[config.mk]
export PLATFORM = sky130hd
export DESIGN_NAME = spi_adc_slave
export DESIGN_NICKNAME = d
export VERILOG_FILES = /design/src/rtl/spi_adc_slave.sv
export SDC_FILE = /design/constraint.sdc
export NUM_CORES = 1
export LEC_CHECK = 0
export CORE_UTILIZATION = 56
export DETAILED_ROUTE_END_ITERATION = 7
export GPL_ROUTABILITY_DRIVEN = 0
export PLACE_DENSITY = 0.82
export SETUP_SLACK_MARGIN = 0.15
export SLEW_MARGIN = 20
export SYNTH_ARGS = -nofsm -noshare
export SYNTH_HDL_FRONTEND = slang
export SYNTH_SLANG_ARGS = --single-unit
[constraint.sdc]
create_clock -name clk -period 2.5 [get_ports clk]
set_input_delay 0.5 -clock clk [delete_from_list [all_inputs] [get_ports clk]]
set_output_delay 0.5 -clock clk [all_outputs]
set_load 0.005 [all_outputs]
[src/rtl/spi_adc_slave.sv]
// spi_adc_slave
//   Emulates a serial 8-bit ADC at the far end of an SPI link. cs_n and sclk
//   are oversampled in the clk domain. On a cs_n fall a sample is latched and
//   a framed word is shifted out MSB first on sdata, one bit per sclk fall.
//
// Ports
//   clk         system clock, at least 8x the sclk frequency
//   n_rst       asynchronous active-low reset
//   cs_n        chip select from the master, active low, asynchronous to clk
//   sclk        serial clock from the master, idle high, asynchronous to clk
//   sample      external sample value, sent when pattern_en=0
//   pattern_en  1 = send the internal ramp counter instead of sample
//   sdata       serial data to the master
//   sdata_oe    high while this block owns sdata (frame active)
//   busy        high from frame start until cs_n returns high
//   frame_done  one-clk pulse on a completed frame
//   frame_abort one-clk pulse when cs_n rises mid-frame
module spi_adc_slave #(
   parameter int DATA_W     = 8,
   parameter int LEAD_ZEROS = 3,
   parameter int FRAME_BITS = 16,
   parameter int CNT_W      = 5
) (
   input  logic              clk,
   input  logic              n_rst,
   input  logic              cs_n,
   input  logic              sclk,
   input  logic [DATA_W-1:0] sample,
   input  logic              pattern_en,
   output logic              sdata,
   output logic              sdata_oe,
   output logic              busy,
   output logic              frame_done,
   output logic              frame_abort
);

   localparam int TRAIL = FRAME_BITS - LEAD_ZEROS - DATA_W;
   localparam logic [CNT_W-1:0] LAST = CNT_W'(FRAME_BITS - 1);

   typedef enum logic [1:0] {IDLE, SHIFT, DONE} state_t;

   // [0],[1] are the synchroniser, [2] is the edge-detect delay stage.
   logic [2:0] cs_sr, sclk_sr;

   always_ff @(posedge clk or negedge n_rst) begin
      if (!n_rst) begin
         cs_sr   <= 3'b111;
         sclk_sr <= 3'b111;
      end else begin
         cs_sr   <= {cs_sr[1:0], cs_n};
         sclk_sr <= {sclk_sr[1:0], sclk};
      end
   end

   logic cs_fall, cs_rise, sclk_fall, sclk_rise;
   assign cs_fall   =  cs_sr[2] & ~cs_sr[1];
   assign cs_rise   = ~cs_sr[2] &  cs_sr[1];
   // sclk activity only counts while the synced chip select is asserted.
   assign sclk_fall =  sclk_sr[2] & ~sclk_sr[1] & ~cs_sr[1];
   assign sclk_rise = ~sclk_sr[2] &  sclk_sr[1] & ~cs_sr[1];

   state_t                state_q, state_d;
   logic [FRAME_BITS-1:0] shreg_q, shreg_d;
   logic [CNT_W-1:0]      tx_q, tx_d;
   logic [CNT_W-1:0]      rise_q, rise_d;
   logic [DATA_W-1:0]     ramp_q, ramp_d;
   logic                  sdata_q, sdata_d;
   logic                  oe_q, oe_d;
   logic                  busy_q, busy_d;
   logic                  done_q, done_d;
   logic                  abort_q, abort_d;

   logic [DATA_W-1:0]     smp;
   logic [FRAME_BITS-1:0] word_init;

   // Frame word: leading zeros, sample, trailing zeros.
   assign smp       = pattern_en ? ramp_q : sample;
   assign word_init = FRAME_BITS'(smp) << TRAIL;

   always_ff @(posedge clk or negedge n_rst) begin
      if (!n_rst) begin
         state_q <= IDLE;
         shreg_q <= '0;
         tx_q    <= '0;
         rise_q  <= '0;
         ramp_q  <= '0;
         sdata_q <= 1'b0;
         oe_q    <= 1'b0;
         busy_q  <= 1'b0;
         done_q  <= 1'b0;
         abort_q <= 1'b0;
      end else begin
         state_q <= state_d;
         shreg_q <= shreg_d;
         tx_q    <= tx_d;
         rise_q  <= rise_d;
         ramp_q  <= ramp_d;
         sdata_q <= sdata_d;
         oe_q    <= oe_d;
         busy_q  <= busy_d;
         done_q  <= done_d;
         abort_q <= abort_d;
      end
   end

   always_comb begin
      state_d = state_q;
      shreg_d = shreg_q;
      tx_d    = tx_q;
      rise_d  = rise_q;
      ramp_d  = ramp_q;
      sdata_d = sdata_q;
      oe_d    = oe_q;
      busy_d  = busy_q;
      done_d  = 1'b0;
      abort_d = 1'b0;
      case (state_q)
         IDLE: begin
            sdata_d = 1'b0;
            oe_d    = 1'b0;
            busy_d  = 1'b0;
            if (cs_fall) begin
               shreg_d = word_init;
               tx_d    = '0;
               rise_d  = '0;
               sdata_d = word_init[FRAME_BITS-1];
               oe_d    = 1'b1;
               busy_d  = 1'b1;
               state_d = SHIFT;
            end
         end
         SHIFT: begin
            // A cs_n rise masks sclk edges, so abort always wins over a
            // coincident final rise.
            if (cs_rise) begin
               abort_d = 1'b1;
               sdata_d = 1'b0;
               oe_d    = 1'b0;
               busy_d  = 1'b0;
               state_d = IDLE;
            end else begin
               if (sclk_fall) begin
                  shreg_d = shreg_q << 1;
                  if (tx_q < LAST) begin
                     tx_d    = tx_q + CNT_W'(1);
                     sdata_d = shreg_q[FRAME_BITS-2];
                  end else begin
                     sdata_d = 1'b0;
                  end
               end
               if (sclk_rise) begin
                  if (rise_q == LAST) begin
                     done_d  = 1'b1;
                     ramp_d  = ramp_q + DATA_W'(1);
                     sdata_d = 1'b0;
                     state_d = DONE;
                  end else begin
                     rise_d = rise_q + CNT_W'(1);
                  end
               end
            end
         end
         DONE: begin
            sdata_d = 1'b0;
            if (cs_rise) begin
               oe_d    = 1'b0;
               busy_d  = 1'b0;
               state_d = IDLE;
            end
         end
         default: state_d = IDLE;
      endcase
   end

   assign sdata       = sdata_q;
   assign sdata_oe    = oe_q;
   assign busy        = busy_q;
   assign frame_done  = done_q;
   assign frame_abort = abort_q;

endmodule

## Word-level counts from Yosys, hierarchy flattened

Cells that the tools add are included.
Widths: inputs -> output; s select.

| storage, ports and cells | value |
|---|---|
| register bits after elaboration | 45 |
| input port bits | 13 |
| output and inout port bits | 5 |
| logic and storage cells | 86 |

| cells by class | value |
|---|---|
| add/subtract/negate cells | 3 |
| $lt $le $gt $ge | 1 |
| equality and inequality tests | 13 |
| mux-type cells | 35 |
| bitwise logic cells | 11 |
| reduce and logical (&&, ||, !) cells | 12 |

Operators by type and width:

| kind | number |
|---|---|
| $mux 15 | 3 |
| $mux 5 | 7 |
| $pmux 15 s2 | 1 |
| $pmux 5 s2 | 2 |
| $ne 2x2->1 const B | 7 |
| $mux 1 | 13 |
| $reduce_and 4->1 | 3 |
| $add 5x1->5 const B | 2 |
| $mux 2 | 5 |
| $reduce_and 5->1 | 2 |
| $add 8x1->8 const B | 1 |
| $mux 8 | 1 |
| $and 1x1->1 | 6 |
| $ne 3x3->1 const B | 2 |
| $pmux 2 s3 | 1 |
| $reduce_bool 2->1 | 3 |
| $eq 5x4->1 const B | 1 |
| $lt 5x4->1 const B | 1 |
| $not 1->1 | 5 |
| $pmux 1 s2 | 2 |
| $reduce_or 2->1 | 2 |
| $eq 2x1->1 const B | 1 |
| $eq 2x2->1 const B | 1 |
| $logic_not 2->1 | 1 |
| other kinds (2) | 2 |

## Depth between registers and ports, before layout

Gate-level depths: netlist of the first run.

| depth | value |
|---|---|
| depth after elaboration | 8 |
| mapped depth | 9 |
| gate-level depth less buffers | 7 |

## Worst setup path after synthesis of the first run

Ideal clock, no wire load.

| timing path | value |
|---|---|
| path type | register -> register |
| start | register rise_q[0] |
| end | register rise_q[3] |
| setup time | 78 ps |
| arrival time | 2182 ps |
| required time | 2422 ps |
| slack | 240 ps |
| cell stages (with the launch flop) | 9 |
| path buffers | 1 |
| period minus slack after synthesis | 2260 ps |
| path through | dfrtp_1 ha_1 and3_1 ha_1 or3b_1 a211o_1 buf_2 or3_1 a21oi_1 |

| between the ends | value |
|---|---|
| cells in the longest elaborated chain, start to end | 5 |
| elaborated cells between the ends (all ways) | 8 |
| classes of those cells | add/sub (1); eq/ne (2); mux (4); reduce/logical (1) |

RTL lines:

| item | line | source |
|---|---|---|
| start, declared | 65 | `logic [CNT_W-1:0] rise_q, rise_d;` |
| start signal, assigned | 96 | `rise_q <= rise_d;` |
| $add 5x1->5 | 158 | `rise_d = rise_q + CNT_W'(1);` |
| $mux 5 | 152 | `if (rise_q == LAST) begin` |
| $mux 5 | 151 | `if (sclk_rise) begin` |
| $mux 5 | 135 | `if (cs_rise) begin` |
| $pmux 5 s2 | 117 | `case (state_q)` |

Parallel ways exist; a longest one is shown, timed or not. The select of a mux whose other input is x is not followed.
A chain may end at the register's enable or synchronous reset.

## Worst setup path after layout of the first run

| timing path | value |
|---|---|
| start | register rise_q[0] |
| end | register ramp_q[1] |

| between the ends | value |
|---|---|
| cells in the longest elaborated chain, start to end | 2 |

RTL lines:

| item | line | source |
|---|---|---|
| $eq 5x4->1 | 152 |  |
| $reduce_and 4->1 (no source line) | n/a |  |
| end signal, assigned | 97 | `ramp_q <= ramp_d;` |
| end, declared | 66 | `logic [DATA_W-1:0] ramp_q, ramp_d;` |

No other way between the ends.

==> metrics.txt, run 1 <==
Die X about 61 um; Switch Pwr around 630 uW; worst r2r src rise_q[0]; core area 0.00336 sq mm; Simple-Gate Fraction of Synth Area 0.151; Compound-Gate Fraction of Synth Area 0.151; Power Total between 1.5 and 2 mW; hold buffers post-CTS 0; async set-reset flop share out of synthesis 1.00; CTS Buffer Depth 2; Cell Rows 21; Clk pwr share 0.226; number of synthesized flops with an enable pin 0; root buffer cell clkbuf_4; Worst Path Max Fanout 9; syn_nets 215; Vias/cell between 5 and 6; first-pass GRT wire length 6.31 mm; status finished, final reports clean; Mean Syn Cell Area approximately 10 sq um; largest family of logic cells by synthesized area compound AO/OA/AOI/OAI gates; Clk pin slew, worst setup/hold paths between 100 and 150 ps; IO Port Bufs 17; Clock Sinks 40; Mapped Cells approximately 190; CTS H-tree depth 2; Max IR drop VDD 0.429 mV; commonest non-fill, non-tap cell in the layout dfrtp_1; vias in the first global route 1404; Logic pwr share 0.324; largest net degree at the start of global routing 41; commonest cells after routing, fill and taps aside dfrtp_1, nand2_1, o21ai_0, clkdlybuf4s50_1, nor2_1; share of cells above drive strength 1 0.144; CTS buffer count 5; critical path launch point rise_q[0]; Worst slew margin 0.428; CP endpoint kind register; worst hold slack 242 ps; initial antenna violation count 0; final hold vios 0; ranking of synthesized cells by area dfrtp_1, dfstp_2, ha_1; Synth Area in XOR/XNOR 0.0312; Setup crit start kind register; WL final 3.76 mm; Detailed Place HPWL approximately 2.7 mm; # setup viols final 0; Initial Util 0.585; multiplexer area fraction after synthesis 0.0566; Final period util 0.897; TritonRoute pass-1 iters 4; area delta synth->final 16.3%; n_diodes 0; Tightest Hold Check Type input pin to asynchronous set/reset pin; Nets 235; RSZ-0062 raised after global routing no; drt first-iter violations 60; Switching Share 0.338; Least-Margin Pin Slew 858 ps; die area 0.00376 sq mm; CP arrival around 2500 ps; Post-Syn Area 0.00197 sq mm; post-synth top area share 0.432; IO Count 18; Overflow after GRT 0; TritonCTS clock tree built; clock latency on the worst-skew pair 350 ps; fmax 446 MHz; area leader, netlist dfrtp_1; Total GRT Usage 0.236; DR DRC count 0; Pint about 1.2 mW; critical path type register to register; Synth warnings 0; min Tclk post-route 2240 ps; DR WL/cell between 10 and 15 um; max-cap violation count 0; Final ANT Viol Nets 0; Flop pwr share 0.450; synth unique cells 42; Die Height 61.3 um; Most used DFF post-synth dfrtp_1; number of synthesized register bits 40; CP required 2750 ps; Synth Area in Adders 0.0509; P_leak 1.03 nW; post-synthesis sequential area ratio 0.512; setup TNS 0 ps; Slew Viols, Final 0; Cell Pwr Density slightly above 800 mW/mm^2; Post-Route Skew 6.33 ps; vias post-DR roughly 1500
repair_timing:
item                       4_1_cts  5_1_grt
pin swaps                        0        2
gates resized for setup          1        5
setup endpoints to repair        2        5
setup buffers                    1        3
final cells by class:
class	instances	area, sq um
Sequential cell	40	1010
Clock buffer	6	41.3
Inverter	7	26.3
Tap cell	46	57.6
Fill cell	282	1070
Timing Repair Buffer	25	225
Multi-Input combinational cell	135	896
Clock inverter	2	35.0
per-layer routing:
metal / share of wire / routed length, um / track usage / vias up
li1: - / - / - / 717
met1: 0.44 / 1660 / 0.301 / 716
met2: 0.51 / 1920 / 0.388 / 31
met3: 0.035 / 130 / 0.0651 / 6
met4: 0.013 / 47 / 0.0812 / 0
met5: 0 / 0 / 0 / -
cell families after synthesis:
| logic type | Yosys count |
|---|---|
| xor+xnor | 7 |
| flops | 40 |
| compound gates | 47 |
| buf+inv | 19 |
| mux | 11 |
| fa+ha+maj | 8 |
| simple gates | 62 |
through the flow:
step                      cell area [sq um]  worst slack, ps  utilization  std cells
after floorplan                        1970              240            -        194
after global placement                 2150              243        0.641        249
after detailed placement               2150              123        0.641        249
after CTS                              2250              155        0.668        258
after global routing                   2290              159        0.681        261
final                                  2290              259        0.681        261
flip-flops by register name (all words and copies together) (netlist names):
| register | flops |
|---|---|
| frame_abort | 1 |
| state_q | 2 |
| frame_done | 1 |
| ramp_q | 8 |
| sdata | 1 |
| tx_q | 5 |
| cs_sr | 3 |
| rise_q | 5 |
| sclk_sr | 3 |
| busy | 1 |
| shreg_q | 10 |
Yosys cell counts (all sizes together), types with 2 or more instances:
cell type / instances
and3: 3
nor2: 12
o21ai: 16
dfstp: 6
nand2: 25
buf: 5
nand3: 4
o31ai: 3
nor3: 2
xnor2: 6
a211o: 3
a21o: 2
ha: 8
or3: 3
dfrtp: 34
a21oi: 12
clkbuf: 7
inv: 7
mux2i: 10
o21a: 2
nand4: 4
nand2b: 2
critical path, cell delays in order (launching register included):
cell	delay (ps)
dfrtp_1	370
ha_2	190
and3_1	160
ha_1	160
nor4bb_1	470
and2_1	410
mux2_2	380
power by group through the flow:
stage          Combinational (mW)  Sequential (mW)  Clock [mW]
5_1_grt                     0.679            0.859       0.461
4_1_cts                     0.581            0.842       0.431
3_5_place_dp                0.558            0.858           0
6_report                    0.606            0.842       0.423
3_3_place_gp                0.522            0.847           0
2_1_floorplan               0.431            0.834           0
worst paths after layout:
check | end | slack [ps] | cells after the start
setup reg to reg | ramp_q[1] | 260 | 6
hold / removal | frame_abort | 240 | 1
min in group clk | sclk_sr[1] | 360 | 0
hold reg to reg | sclk_sr[1] | 360 | 0
setup / recovery | ramp_q[1] | 260 | 6
max in group asynchronous | ramp_q[5] | 1720 | 1
Note: power is estimated with default switching activity, not from simulation.
==> inputs of run 2 (changes only) <==
ABC_CLOCK_PERIOD_IN_PS = 2500   (was not set)
==> results of run 2 <==
Same layout as run 1: the final DEF is identical, and so are final timing and power.
